### src/rtl/dmem_arbiter_if.sv
// ---------------------------------------------------------------------------
// dmem_arbiter_if
//   Bundles the three buses that meet at the data-memory arbiter:
//     cpu_*  : single-cycle CPU memory port and its clock-enable
//     dma_*  : DMA/debug request/grant/read-return channel
//     mem_*  : data memory port (combinational read, edge write)
//     stall_count : CPU cycles lost to DMA ownership
//   modport master : the environment (CPU, DMA, memory) side
//   modport slave  : the arbiter side
// ---------------------------------------------------------------------------
interface dmem_arbiter_if #(
  parameter int ADDR_W = 8,
  parameter int DATA_W = 32
);
  // CPU side
  logic [ADDR_W-1:0] cpu_read_address;
  logic [ADDR_W-1:0] cpu_write_address;
  logic [DATA_W-1:0] cpu_write_data;
  logic              cpu_write_enable;
  logic [DATA_W-1:0] cpu_read_data;
  logic              cpu_clk_enable;
  // DMA side
  logic              dma_req;
  logic              dma_we;
  logic [ADDR_W-1:0] dma_addr;
  logic [DATA_W-1:0] dma_wdata;
  logic              dma_gnt;
  logic              dma_rvalid;
  logic [DATA_W-1:0] dma_rdata;
  // Memory side
  logic [ADDR_W-1:0] mem_r_address;
  logic [ADDR_W-1:0] mem_w_address;
  logic [DATA_W-1:0] mem_w_data;
  logic              mem_w_enable;
  logic [DATA_W-1:0] mem_o_data;
  // Status
  logic [15:0]       stall_count;

  modport master (
    output cpu_read_address, cpu_write_address, cpu_write_data, cpu_write_enable,
    output dma_req, dma_we, dma_addr, dma_wdata,
    output mem_o_data,
    input  cpu_read_data, cpu_clk_enable,
    input  dma_gnt, dma_rvalid, dma_rdata,
    input  mem_r_address, mem_w_address, mem_w_data, mem_w_enable,
    input  stall_count
  );

  modport slave (
    input  cpu_read_address, cpu_write_address, cpu_write_data, cpu_write_enable,
    input  dma_req, dma_we, dma_addr, dma_wdata,
    input  mem_o_data,
    output cpu_read_data, cpu_clk_enable,
    output dma_gnt, dma_rvalid, dma_rdata,
    output mem_r_address, mem_w_address, mem_w_data, mem_w_enable,
    output stall_count
  );
endinterface

### src/rtl/dmem_arbiter.sv
// ---------------------------------------------------------------------------
// dmem_arbiter
//   Shares one data memory between a single-cycle CPU and a DMA/debug
//   requester. The CPU owns the memory by default; a DMA request takes the
//   memory for a bounded burst of at most MAX_BURST transfers while the CPU
//   is frozen through cpu_clk_enable. Every edge spent in DMA ownership is
//   counted in a saturating 16-bit stall counter.
//
//   Ports:
//     clk    : rising-edge clock
//     rst_n  : asynchronous active-low reset
//     bus    : dmem_arbiter_if.slave (cpu_*, dma_*, mem_*, stall_count)
//
//   Parameters:
//     ADDR_W, DATA_W : must match the widths of the connected interface
//     MAX_BURST      : transfers per ownership period, 1..255
// ---------------------------------------------------------------------------
module dmem_arbiter #(
  parameter int ADDR_W    = 8,
  parameter int DATA_W    = 32,
  parameter int MAX_BURST = 4
) (
  input  logic             clk,
  input  logic             rst_n,
  dmem_arbiter_if.slave    bus
);

  localparam int              CNT_W = $clog2(MAX_BURST + 1);
  localparam logic [CNT_W-1:0] LAST  = CNT_W'(MAX_BURST - 1);

  typedef enum logic {
    CPU_OWN = 1'b0,
    DMA_OWN = 1'b1
  } state_t;

  state_t            r_state, w_state_nxt;
  logic [CNT_W-1:0]  r_burst_cnt, w_burst_nxt;
  logic              w_xfer;
  logic              w_dma_own;

  logic              r_rvalid;
  logic [DATA_W-1:0] r_rdata;
  logic [15:0]       r_stall;

  logic [ADDR_W-1:0] w_dma_addr;
  logic [DATA_W-1:0] w_dma_wdata;

  assign w_dma_addr  = bus.dma_addr;
  assign w_dma_wdata = bus.dma_wdata;
  assign w_dma_own   = (r_state == DMA_OWN);

  // -------------------------------------------------------------------------
  // Ownership FSM
  // -------------------------------------------------------------------------
  always_ff @(posedge clk or negedge rst_n) begin
    if (!rst_n) begin
      r_state     <= CPU_OWN;
      r_burst_cnt <= '0;
    end else begin
      r_state     <= w_state_nxt;
      r_burst_cnt <= w_burst_nxt;
    end
  end

  always_comb begin
    w_state_nxt = r_state;
    w_burst_nxt = r_burst_cnt;
    w_xfer      = 1'b0;
    case (r_state)
      CPU_OWN: begin
        // Counter is held clear for the whole CPU period, so it is zero on
        // entry to DMA_OWN. Staying here for at least one cycle is what
        // gives the CPU its guaranteed slot between bursts.
        w_burst_nxt = '0;
        if (bus.dma_req) w_state_nxt = DMA_OWN;
      end
      DMA_OWN: begin
        w_xfer = bus.dma_req;
        if (w_xfer) w_burst_nxt = r_burst_cnt + CNT_W'(1);
        // An idle DMA_OWN cycle (req low) hands the memory straight back.
        if (!bus.dma_req || (r_burst_cnt == LAST)) w_state_nxt = CPU_OWN;
      end
      default: begin
        w_state_nxt = CPU_OWN;
        w_burst_nxt = '0;
      end
    endcase
  end

  // -------------------------------------------------------------------------
  // DMA read return: registered, one cycle after the transfer cycle
  // -------------------------------------------------------------------------
  always_ff @(posedge clk or negedge rst_n) begin
    if (!rst_n) begin
      r_rvalid <= 1'b0;
      r_rdata  <= '0;
    end else begin
      r_rvalid <= w_xfer && !bus.dma_we;
      if (w_xfer && !bus.dma_we) r_rdata <= bus.mem_o_data;
    end
  end

  // -------------------------------------------------------------------------
  // Stall counter: one count per edge taken in DMA_OWN, saturating
  // -------------------------------------------------------------------------
  always_ff @(posedge clk or negedge rst_n) begin
    if (!rst_n)                              r_stall <= '0;
    else if (w_dma_own && (r_stall != 16'hFFFF)) r_stall <= r_stall + 16'd1;
  end

  // -------------------------------------------------------------------------
  // Memory / CPU muxing
  // -------------------------------------------------------------------------
  assign bus.mem_r_address = w_dma_own ? w_dma_addr  : bus.cpu_read_address;
  assign bus.mem_w_address = w_dma_own ? w_dma_addr  : bus.cpu_write_address;
  assign bus.mem_w_data    = w_dma_own ? w_dma_wdata : bus.cpu_write_data;
  // CPU strobes are dropped while the DMA owns the memory; the write enable
  // is also gated by reset so nothing lands in memory during reset.
  assign bus.mem_w_enable  = rst_n &
                             (w_dma_own ? (bus.dma_req & bus.dma_we)
                                        : bus.cpu_write_enable);

  // The CPU is frozen during DMA ownership, so what it sees on the read
  // bus then is irrelevant; pass memory data through unconditionally.
  assign bus.cpu_read_data  = bus.mem_o_data;
  assign bus.cpu_clk_enable = !w_dma_own;

  assign bus.dma_gnt     = w_dma_own;
  assign bus.dma_rvalid  = r_rvalid;
  assign bus.dma_rdata   = r_rdata;
  assign bus.stall_count = r_stall;

endmodule

### src/flat_wrapper.sv
// flat-port wrapper written by rule: the top's interface ports become plain ports
module dmem_arbiter_flat 
#(
  parameter int ADDR_W    = 8,
  parameter int DATA_W    = 32,
  parameter int MAX_BURST = 4
)
  (clk, rst_n, bus_cpu_read_address, bus_cpu_write_address, bus_cpu_write_data, bus_cpu_write_enable, bus_dma_req, bus_dma_we, bus_dma_addr, bus_dma_wdata, bus_mem_o_data, bus_cpu_read_data, bus_cpu_clk_enable, bus_dma_gnt, bus_dma_rvalid, bus_dma_rdata, bus_mem_r_address, bus_mem_w_address, bus_mem_w_data, bus_mem_w_enable, bus_stall_count);
  dmem_arbiter_if #(.ADDR_W(ADDR_W), .DATA_W(DATA_W)) bus_i ();
  input  logic clk;
  input  logic rst_n;
  input wire logic [$bits(bus_i.cpu_read_address)-1:0] bus_cpu_read_address;
  input wire logic [$bits(bus_i.cpu_write_address)-1:0] bus_cpu_write_address;
  input wire logic [$bits(bus_i.cpu_write_data)-1:0] bus_cpu_write_data;
  input wire logic [$bits(bus_i.cpu_write_enable)-1:0] bus_cpu_write_enable;
  input wire logic [$bits(bus_i.dma_req)-1:0] bus_dma_req;
  input wire logic [$bits(bus_i.dma_we)-1:0] bus_dma_we;
  input wire logic [$bits(bus_i.dma_addr)-1:0] bus_dma_addr;
  input wire logic [$bits(bus_i.dma_wdata)-1:0] bus_dma_wdata;
  input wire logic [$bits(bus_i.mem_o_data)-1:0] bus_mem_o_data;
  output wire logic [$bits(bus_i.cpu_read_data)-1:0] bus_cpu_read_data;
  output wire logic [$bits(bus_i.cpu_clk_enable)-1:0] bus_cpu_clk_enable;
  output wire logic [$bits(bus_i.dma_gnt)-1:0] bus_dma_gnt;
  output wire logic [$bits(bus_i.dma_rvalid)-1:0] bus_dma_rvalid;
  output wire logic [$bits(bus_i.dma_rdata)-1:0] bus_dma_rdata;
  output wire logic [$bits(bus_i.mem_r_address)-1:0] bus_mem_r_address;
  output wire logic [$bits(bus_i.mem_w_address)-1:0] bus_mem_w_address;
  output wire logic [$bits(bus_i.mem_w_data)-1:0] bus_mem_w_data;
  output wire logic [$bits(bus_i.mem_w_enable)-1:0] bus_mem_w_enable;
  output wire logic [$bits(bus_i.stall_count)-1:0] bus_stall_count;
  assign bus_i.cpu_read_address = bus_cpu_read_address;
  assign bus_i.cpu_write_address = bus_cpu_write_address;
  assign bus_i.cpu_write_data = bus_cpu_write_data;
  assign bus_i.cpu_write_enable = bus_cpu_write_enable;
  assign bus_i.dma_req = bus_dma_req;
  assign bus_i.dma_we = bus_dma_we;
  assign bus_i.dma_addr = bus_dma_addr;
  assign bus_i.dma_wdata = bus_dma_wdata;
  assign bus_i.mem_o_data = bus_mem_o_data;
  assign bus_cpu_read_data = bus_i.cpu_read_data;
  assign bus_cpu_clk_enable = bus_i.cpu_clk_enable;
  assign bus_dma_gnt = bus_i.dma_gnt;
  assign bus_dma_rvalid = bus_i.dma_rvalid;
  assign bus_dma_rdata = bus_i.dma_rdata;
  assign bus_mem_r_address = bus_i.mem_r_address;
  assign bus_mem_w_address = bus_i.mem_w_address;
  assign bus_mem_w_data = bus_i.mem_w_data;
  assign bus_mem_w_enable = bus_i.mem_w_enable;
  assign bus_stall_count = bus_i.stall_count;
  dmem_arbiter #(.ADDR_W(ADDR_W), .DATA_W(DATA_W), .MAX_BURST(MAX_BURST)) u_core (.clk(clk), .rst_n(rst_n), .bus(bus_i));
endmodule
### config.mk
export PLATFORM = sky130hd
export DESIGN_NAME = dmem_arbiter_flat
export DESIGN_NICKNAME = d
export VERILOG_FILES = /design/src/rtl/dmem_arbiter_if.sv /design/src/rtl/dmem_arbiter.sv /design/src/flat_wrapper.sv
export SDC_FILE = /design/constraint.sdc
export NUM_CORES = 1
export LEC_CHECK = 0
export CORE_AREA = 3 3 125 79
export DETAILED_ROUTE_END_ITERATION = 8
export DIE_AREA = 0 0 128 82
export GPL_TIMING_DRIVEN = 1
export PLACE_DENSITY = 0.85
export SETUP_SLACK_MARGIN = 0.3
export SYNTH_ARGS = -nofsm -noshare
export SYNTH_HDL_FRONTEND = slang
export SYNTH_SLANG_ARGS = --single-unit
### constraint.sdc
create_clock -name clk -period 2.7 [get_ports clk]
set_input_delay 0.54 -clock clk [delete_from_list [all_inputs] [get_ports clk]]
set_output_delay 0.54 -clock clk [all_outputs]
set_load 0.1 [all_outputs]
# --- Word-level counts from Yosys, hierarchy flattened ---
# Cells that the tools add are included.
op_classes:
  n_addsub: 2
  n_eq_ne: 3
  mux: 10
  bitwise_logic: 3
  reduce_logical: 6
ops:
  columns: ["cell", "n"]
  rows:
  - ["32-bit 2-to-1 mux", 1]
  - ["16-bit by 1-bit adder with 16-bit output, second input constant", 1]
  - ["8-bit 2-to-1 mux", 2]
  - ["16-bit != test, second input constant", 1]
  - ["3-bit case mux with 2 select lines", 1]
  - ["1-bit 2-to-1 mux", 4]
  - ["3-bit by 1-bit adder with 3-bit output, second input constant", 1]
  - ["3-bit by 2-bit equality test with 1-bit output, second input constant", 1]
  - ["1-bit zero test", 3]
  - ["3-bit 2-to-1 mux", 1]
  - ["1-bit AND", 2]
  - ["1-bit logical AND", 2]
  - ["2-bit != test, second input constant", 1]
  - ["1-bit case mux with 2 select lines", 1]
  - ["1-bit logical OR", 1]
  - ["1-bit NOT", 1]
totals:
  register_bits: 53
  out_inout_bits: 132

# --- Logic depth before layout (Yosys ltp) ---
# Gate-level depths: netlist of run 1.
logic_depth:
  depth_word: 4
  mapped_depth: 6
  ltp_nobuf: 5

# --- Least setup slack after synthesis of run 1 ---
# OpenSTA, ideal clock, no wires.
synth_path:
  kind: "flip-flop to output port"
  start: "reg u_core.r_state (netlist: u_core.bus.dma_gnt)"
  end: "out bus_mem_w_enable"
  arrival_ps: 3998
  required_time_ps: 2160
  slack_ps: -1838
  stages_incl_launch_ff: 5
  cell_sequence: "dfrtp_1 > buf_4 > inv_1 > nand2_1 > a21boi_0"
synth_via:
  elab_chain_len: 2
synth_rtl:
  columns: ["item", "line", "source"]
  rows:
  - ["start: declaration", "dmem_arbiter.sv:36", "state_t r_state, w_state_nxt;"]
  - ["start signal: assignment", "dmem_arbiter.sv:60", "r_state <= w_state_nxt;"]
  - ["1-bit 2-to-1 mux", "dmem_arbiter.sv:120", "(w_dma_own ? (bus.dma_req & bus.dma_we)"]
  - ["1-bit AND", "dmem_arbiter.sv:119", "assign bus.mem_w_enable = rst_n &"]
  - ["end: declaration", "flat_wrapper.sv:29", "output wire logic [$bits(bus_i.mem_w_enable)-1:0] bus_mem_w_enable;"]
# No other way between the ends.

# --- Worst setup path in the final report of run 1 ---
layout_path:
  start: "in bus_dma_req"
  end: "out bus_mem_w_enable"
layout_via:
  elab_chain_len: 3
layout_rtl:
  columns: ["item", "line", "source"]
  rows:
  - ["start: declaration", "flat_wrapper.sv:16", "input wire logic [$bits(bus_i.dma_req)-1:0] bus_dma_req;"]
  - ["1-bit AND", "dmem_arbiter.sv:120", null]
  - ["1-bit 2-to-1 mux", "dmem_arbiter.sv:120", null]
  - ["1-bit AND", "dmem_arbiter.sv:119", null]
# No other way between the ends.

==> results of run 1 <==
## final cells by class
class | count | area [um^2] | area share
repair buffers | 261 | 3330 | 0.516
multi-input cells | 221 | 1430 | 0.221
clock buffers | 6 | 129 | 0.0200
well taps | 116 | 145 | 0.0225
inverters | 20 | 78.8 | 0.0122
clock inverters | 2 | 13.8 | 0.00213
flip-flops and latches | 53 | 1330 | 0.206
## final timing paths
check / from / depth (start not counted) / end / slack [ns]
max in group asynchronous: rst_n / 2 / u_core.bus.dma_gnt / 1.79
worst min-delay path: rst_n / 2 / u_core.bus.dma_rdata[23] / 0.42
min in group clk: u_core.bus.dma_rdata[30] / 2 / u_core.bus.dma_rdata[30] / 0.48
worst max register to register: u_core.bus.stall_count[0] / 5 / u_core.bus.stall_count[1] / 0.93
worst min register to register: u_core.bus.dma_rdata[30] / 2 / u_core.bus.dma_rdata[30] / 0.48
worst max-delay path: bus_dma_req / 4 / bus_mem_w_enable / 0.42
## flip-flops by register name, summed over array words and instances (netlist names)
name and cells:
u_core.r_burst_cnt 3, u_core.bus.stall_count 16, u_core.bus.dma_rdata 32, u_core.bus.dma_rvalid 1
u_core.bus.dma_gnt 1
## stage by stage
stage                     hold slack, ns  worst slack, ns  total power, mW  std cells   util
final                              0.420            0.424             4.45        679  0.723
after global routing               0.467            0.401             4.62        679  0.723
after CTS                          0.450            0.302             4.48        678  0.722
after detailed placement           0.465            0.436             3.84        670  0.706
after global placement             0.460            0.438             3.79        670  0.706
after floorplan                    0.244            0.286             2.94        341      -
## kinds of logic (layout without fill, tap and decap cells)
kind of cell / after synthesis / in the layout
adder cells (fa/ha/maj): 3 / 3
AND/OR/NAND/NOR: 146 / 146
XOR/XNOR: 14 / 14
AO/OA/AOI/OAI: 24 / 24
buffers and inverters: 67 / 289
flip-flops: 53 / 53
multiplexers: 34 / 34
## per-layer routing
metal | routed length [um] | part of all wire | up-vias | global-route usage
li1 | - | - | 1526 | -
met1 | 4500 | 0.37 | 1470 | 0.254
met2 | 6280 | 0.52 | 163 | 0.378
met3 | 1020 | 0.085 | 16 | 0.0721
met4 | 196 | 0.016 | 2 | 0.0551
met5 | 13 | 0.0011 | - | 0
## synthesized netlist by cell type, types with 2 or more instances
library cell | instances | share of area
a21boi_0 | 2 | 0.0049
and3_1 | 2 | 0.0041
and4_1 | 2 | 0.0057
buf_2 | 8 | 0.013
buf_4 | 33 | 0.081
clkbuf_1 | 6 | 0.0074
dfrtp_1 | 53 | 0.44
ha_1 | 3 | 0.012
inv_1 | 20 | 0.025
mux2_2 | 32 | 0.12
nand2_1 | 113 | 0.14
nand3_1 | 7 | 0.011
nand4_1 | 7 | 0.014
nor2_1 | 4 | 0.0049
nor4_2 | 2 | 0.0082
o21ai_0 | 16 | 0.026
o21ai_1 | 2 | 0.0033
xnor2_1 | 11 | 0.032
xor2_1 | 3 | 0.0086
## what timing repair did
action	CTS	global route
hold buffers	0	0
endpoints found under the setup margin	0	32
buffers inserted	0	1
## power by group through the flow
stage	clock (mW)	combinational, mW	sequential [mW]
finish	0.635	2.75	1.07
global placement	0	2.72	1.07
floorplan	0	0.957	1.98
CTS	0.648	2.76	1.07
detailed placement	0	2.76	1.08
global route	0.694	2.83	1.09
## worst max-delay path, stage by stage
cell and delay, ns:
clkdlybuf4s50_1 0.64, nand3_1 0.19, a21boi_4 0.18, buf_12 0.19
==> flow_metrics.py, run 1 <==
metrics = {
    "status": {
        "outcome": "finished clean",
    },
    "synth": {
        "synth-warning-count": 0,
        "synth_cell_types": 34,
        "syn_area_um2": 3050,
        "async_flop_share": 1.00,
        "synth-compound-area-share": 0.0452,
        "synth-edff-count": 0,
        "synthFlopType": "dfrtp_1",
        "seq_area_frac_synth": 0.435,
        "syn_nets": 469,
        "synth-xor-area-share": 0.0402,
        "synth_top_family_by_area": "simple AND/OR/NAND/NOR gates",
        "synth-seq-cells": 53,
        "muxShareOfSynthArea": 0.125,
        "synth.avg_cell_area_um2": 8.94,
        "synthAdderAreaFrac": 0.0123,
        "syn_inst": 341,
        "synthSimpleGateAreaFrac": 0.216,
    },
    "global_route": {
        "grt_usage": 0.215,
        "grt_start_max_net_pins": 54,
        "globalRouteOverflowTotal": 0,
        "grt_pass1_wl_mm": 17.4,
        "antenna_found_initial": 1,
        "grt_pass1_vias": 3147,
    },
    "critical_path": {
        "cp-start-kind": "input pin",
        "arrival_ns": 1.74,
        "end_kind": "primary output",
        "cp.required_ns": 2.16,
        "critical_path_class": "input pin to primary output",
        "cp_max_fo": 7,
    },
    "route": {
        "vias": 3177,
        "ant_nets": 0,
        "wl_per_cell_um": 17.7,
        "drc": 0,
        "routed_wl_mm": 12.0,
        "drtPass1Iterations": 4,
        "drt_iter0_markers": 252,
        "vias_per_cell": 4.68,
    },
    "final_layout": {
        "final_cell_mix": "clkdlybuf4s50_1 (123), nand2_1 (112), buf_12 (85), buf_4 (52), dfrtp_1 (52)",
        "syn2layout_area_growth_pct": 112,
        "nFillCells": 597,
        "drive_gt1_frac": 0.362,
        "fin_area_um2": 6450,
        "antenna_cells": 0,
        "nets": 690,
        "final_common_cell": "clkdlybuf4s50_1",
    },
    "clocking": {
        "clkTransAtPathRegs_ns": 0.07,
        "cts_tree": "yes",
        "clock_path_buffers": 2,
        "clk-insertion-delay-late_ns": 0.29,
        "cts_buffers": 5,
        "cts_resized": 0,
        "cts.sinks": 53,
        "cts-root-buf": "clkbuf_16",
        "h-tree-depth": 2,
    },
    "timing": {
        "min_period_ns": 2.28,
        "worst_pin_slew_ns": 0.665,
        "setup_tns_ns": 0,
        "drv_slew": 0,
        "hold_violations": 0,
        "grt_setup_unrepaired": "false",
        "timing.slew.headroom": 0.557,
        "fmax_mhz": 439,
        "clock_skew_ns": 0.00816,
        "setup_viol": 0,
        "min_period_over_period": 0.843,
    },
    "power_and_ir_drop": {
        "powerDensity_nw_per_um2": 690,
        "pwr-share-seq": 0.240,
        "p_switching_mw": 2.39,
        "p_leak_nw": 3.04,
        "vdd_drop_max_uv": 450,
        "p_int_mw": 2.07,
        "switching_share": 0.536,
        "combPwrFrac": 0.617,
        "p_clk_frac": 0.143,
    },
    "floorplanning": {
        "io_pins": 257,
        "die_h_um": 82,
        "fp.dieArea_um2": 10500,
        "num_rows": 27,
        "die_x_um": 128,
        "start_util": 0.342,
        "core_um2": 8920,
    },
    "min_path": {
        "hold_path.class": "input pin to async pin",
    },
    "job": {
        "max-cap-violations": 0,
    },
    "place": {
        "routabilityCongestion": 0.940,
        "dp_hpwl_mm": 10.0,
        "port_buffers": 256,
        "place_area_um2": 6300,
    },
}
No activity file was read; power rests on OpenSTA's default activity.
==> run 2, diff against run 1 <==
--- a/config.mk
+++ b/config.mk
@@ -5,11 +5,11 @@
 export SDC_FILE = /design/constraint.sdc
 export NUM_CORES = 1
 export LEC_CHECK = 0
-export CORE_AREA = 3 3 125 79
+export CORE_AREA = 3 3 129 81
 export DETAILED_ROUTE_END_ITERATION = 8
-export DIE_AREA = 0 0 128 82
+export DIE_AREA = 0 0 132 84
 export GPL_TIMING_DRIVEN = 1
-export PLACE_DENSITY = 0.85
+export PLACE_DENSITY = 0.81
 export SETUP_SLACK_MARGIN = 0.3
 export SYNTH_ARGS = -nofsm -noshare
 export SYNTH_HDL_FRONTEND = slang
==> constraint.sdc (replaced) <==
create_clock -name clk -period 2.14 [get_ports clk]
set_input_delay 0.428 -clock clk [delete_from_list [all_inputs] [get_ports clk]]
set_output_delay 0.428 -clock clk [all_outputs]
set_load 0.1 [all_outputs]
==> flow_metrics.py, run 2 (synthesis gave the netlist of run 1 again) <==
metrics = {
    "status": {
        "outcome": "finished clean",
    },
    "final_layout": {
        "syn2layout_area_growth_pct": 129,
        "fin_util": 0.755,
        "drive_gt1_frac": 0.418,
        "fin_area_um2": 6970,
        "antenna_cells": 0,
        "final_common_cell": "clkdlybuf4s50_1",
        "final_cell_mix": "clkdlybuf4s50_1 (123), nand2_1 (105), buf_12 (85), buf_4 (58), dfrtp_1 (36)",
        "nets": 703,
        "nFillCells": 606,
        "largest_reg_flops": 32,
    },
    "floorplanning": {
        "die_x_um": 132,
        "num_rows": 27,
        "fp.dieArea_um2": 11100,
        "core_um2": 9220,
        "die_h_um": 84,
        "io_pins": 257,
        "start_util": 0.330,
    },
    "route": {
        "vias": 3247,
        "drtPass1Iterations": 4,
        "ant_nets": 0,
        "drc": 0,
        "drt_iter0_markers": 146,
        "routed_wl_mm": 12.7,
        "vias_per_cell": 4.60,
        "wl_per_cell_um": 18.0,
    },
    "power_and_ir_drop": {
        "p_leak_nw": 3.29,
        "total_power_mw": 5.91,
        "vdd_drop_max_uv": 645,
        "p_switching_mw": 3.05,
        "combPwrFrac": 0.609,
        "switching_share": 0.516,
        "pwr-share-seq": 0.232,
        "p_clk_frac": 0.159,
        "powerDensity_nw_per_um2": 848,
        "p_int_mw": 2.86,
    },
    "critical_path": {
        "crit_chain": "buf_12 > mux2_4 > buf_12",
        "cpMaxStageDelayCell": "dfrtp_4",
        "startpoint": "u_core.bus.dma_gnt",
        "cpPeakStageDelay_ns": 0.57,
        "cpLargestDelayFamily": "flip-flops",
        "cp_max_fo": 12,
        "cp.required_ns": 1.71,
        "cp-start-kind": "register",
        "critical_path_class": "register to primary output",
        "r2r-start": "u_core.bus.stall_count[0]",
        "arrival_ns": 1.55,
        "end_kind": "primary output",
        "cp_common_cell": "buf_12",
        "crit_buf_inv": 2,
    },
    "global_route": {
        "grt_pass1_wl_mm": 19.9,
        "grt_usage": 0.223,
        "globalRouteOverflowTotal": 0,
        "grt_pass1_vias": 3657,
        "antenna_found_initial": 1,
        "grt_start_max_net_pins": 54,
    },
    "timing": {
        "min_period_over_period": 0.924,
        "fmax_mhz": 506,
        "setup_viol": 0,
        "min_period_ns": 1.98,
        "worst_pin_slew_ns": 0.679,
        "hold_violations": 0,
        "grt_setup_unrepaired": "true",
        "drv_slew": 0,
        "timing.slew.headroom": 0.548,
        "clock_skew_ns": 0.00546,
    },
    "place": {
        "routabilityCongestion": 0.802,
        "port_buffers": 256,
        "place_area_um2": 6610,
        "dp_hpwl_mm": 10.3,
    },
    "clocking": {
        "cts_tree": "yes",
        "clk-insertion-delay-late_ns": 0.29,
        "cts_buffers": 5,
        "cts-root-buf": "clkbuf_16",
        "cts.sinks": 53,
        "clock_path_buffers": 2,
        "clkTransAtPathRegs_ns": 0.07,
        "h-tree-depth": 2,
    },
    "min_path": {
        "hold_path.class": "input pin to async pin",
    },
    "job": {
        "max-cap-violations": 0,
    },
}
==> run 2: final cells by class <==
cell class | count | area (um^2) | area share
Sequential cell | 53 | 1360 | 0.195
Clock buffer | 7 | 143 | 0.0205
Multi-Input combinational cell | 221 | 1700 | 0.244
Tap cell | 130 | 163 | 0.0233
Clock inverter | 1 | 30.0 | 0.00431
Inverter | 20 | 78.8 | 0.0113
Timing Repair Buffer | 274 | 3500 | 0.502
==> run 2: power by group through the flow <==
stage,logic (mW),clock network (mW),registers (mW)
floorplan,1.27,0,2.53
finish,3.60,0.939,1.37
global route,3.70,1.01,1.40
CTS,3.59,0.966,1.36
global placement,3.51,0,1.37
detailed placement,3.56,0,1.38
==> run 2: worst paths after layout <==
check | to | slack [ns] | cells after the start
min in group clk | u_core.bus.dma_rdata[19] | 0.47 | 2
hold / removal | u_core.r_burst_cnt[2] | 0.29 | 2
hold reg to reg | u_core.bus.dma_rdata[19] | 0.47 | 2
max in group asynchronous | u_core.bus.stall_count[0] | 1.35 | 2
setup / recovery | bus_mem_w_data[0] | 0.16 | 3
setup reg to reg | u_core.bus.stall_count[1] | 0.44 | 5
==> run 2: per-stage QoR <==
| step | hold WS, ns | std cells | setup TNS (ns) | setup WS [ns] |
|---|---|---|---|---|
| final | 0.286 | 706 | 0 | 0.163 |
| after global routing | 0.349 | 706 | 0 | 0.131 |
| after CTS | 0.304 | 702 | 0 | 0.153 |
| after detailed placement | 0.464 | 689 | 0 | 0.203 |
| after global placement | 0.461 | 689 | 0 | 0.229 |
| after floorplan | 0.132 | 341 | -0.161 | -0.161 |
==> run 2: routing by layer <==
layer,up-vias,global-route usage,share of wire
met1,1538,0.252,0.39
met3,24,0.0855,0.079
met4,2,0.0629,0.020
met5,-,0,0.00087
li1,1539,-,-
met2,144,0.393,0.51
==> run 2: repair_timing <==
action / 4_1_cts / 5_1_grt
hold buffers: 0 / 0
setup endpoints to repair: 49 / 50
gates cloned: 1 / 3
resized for setup: 8 / 9
buffers inserted: 4 / 1
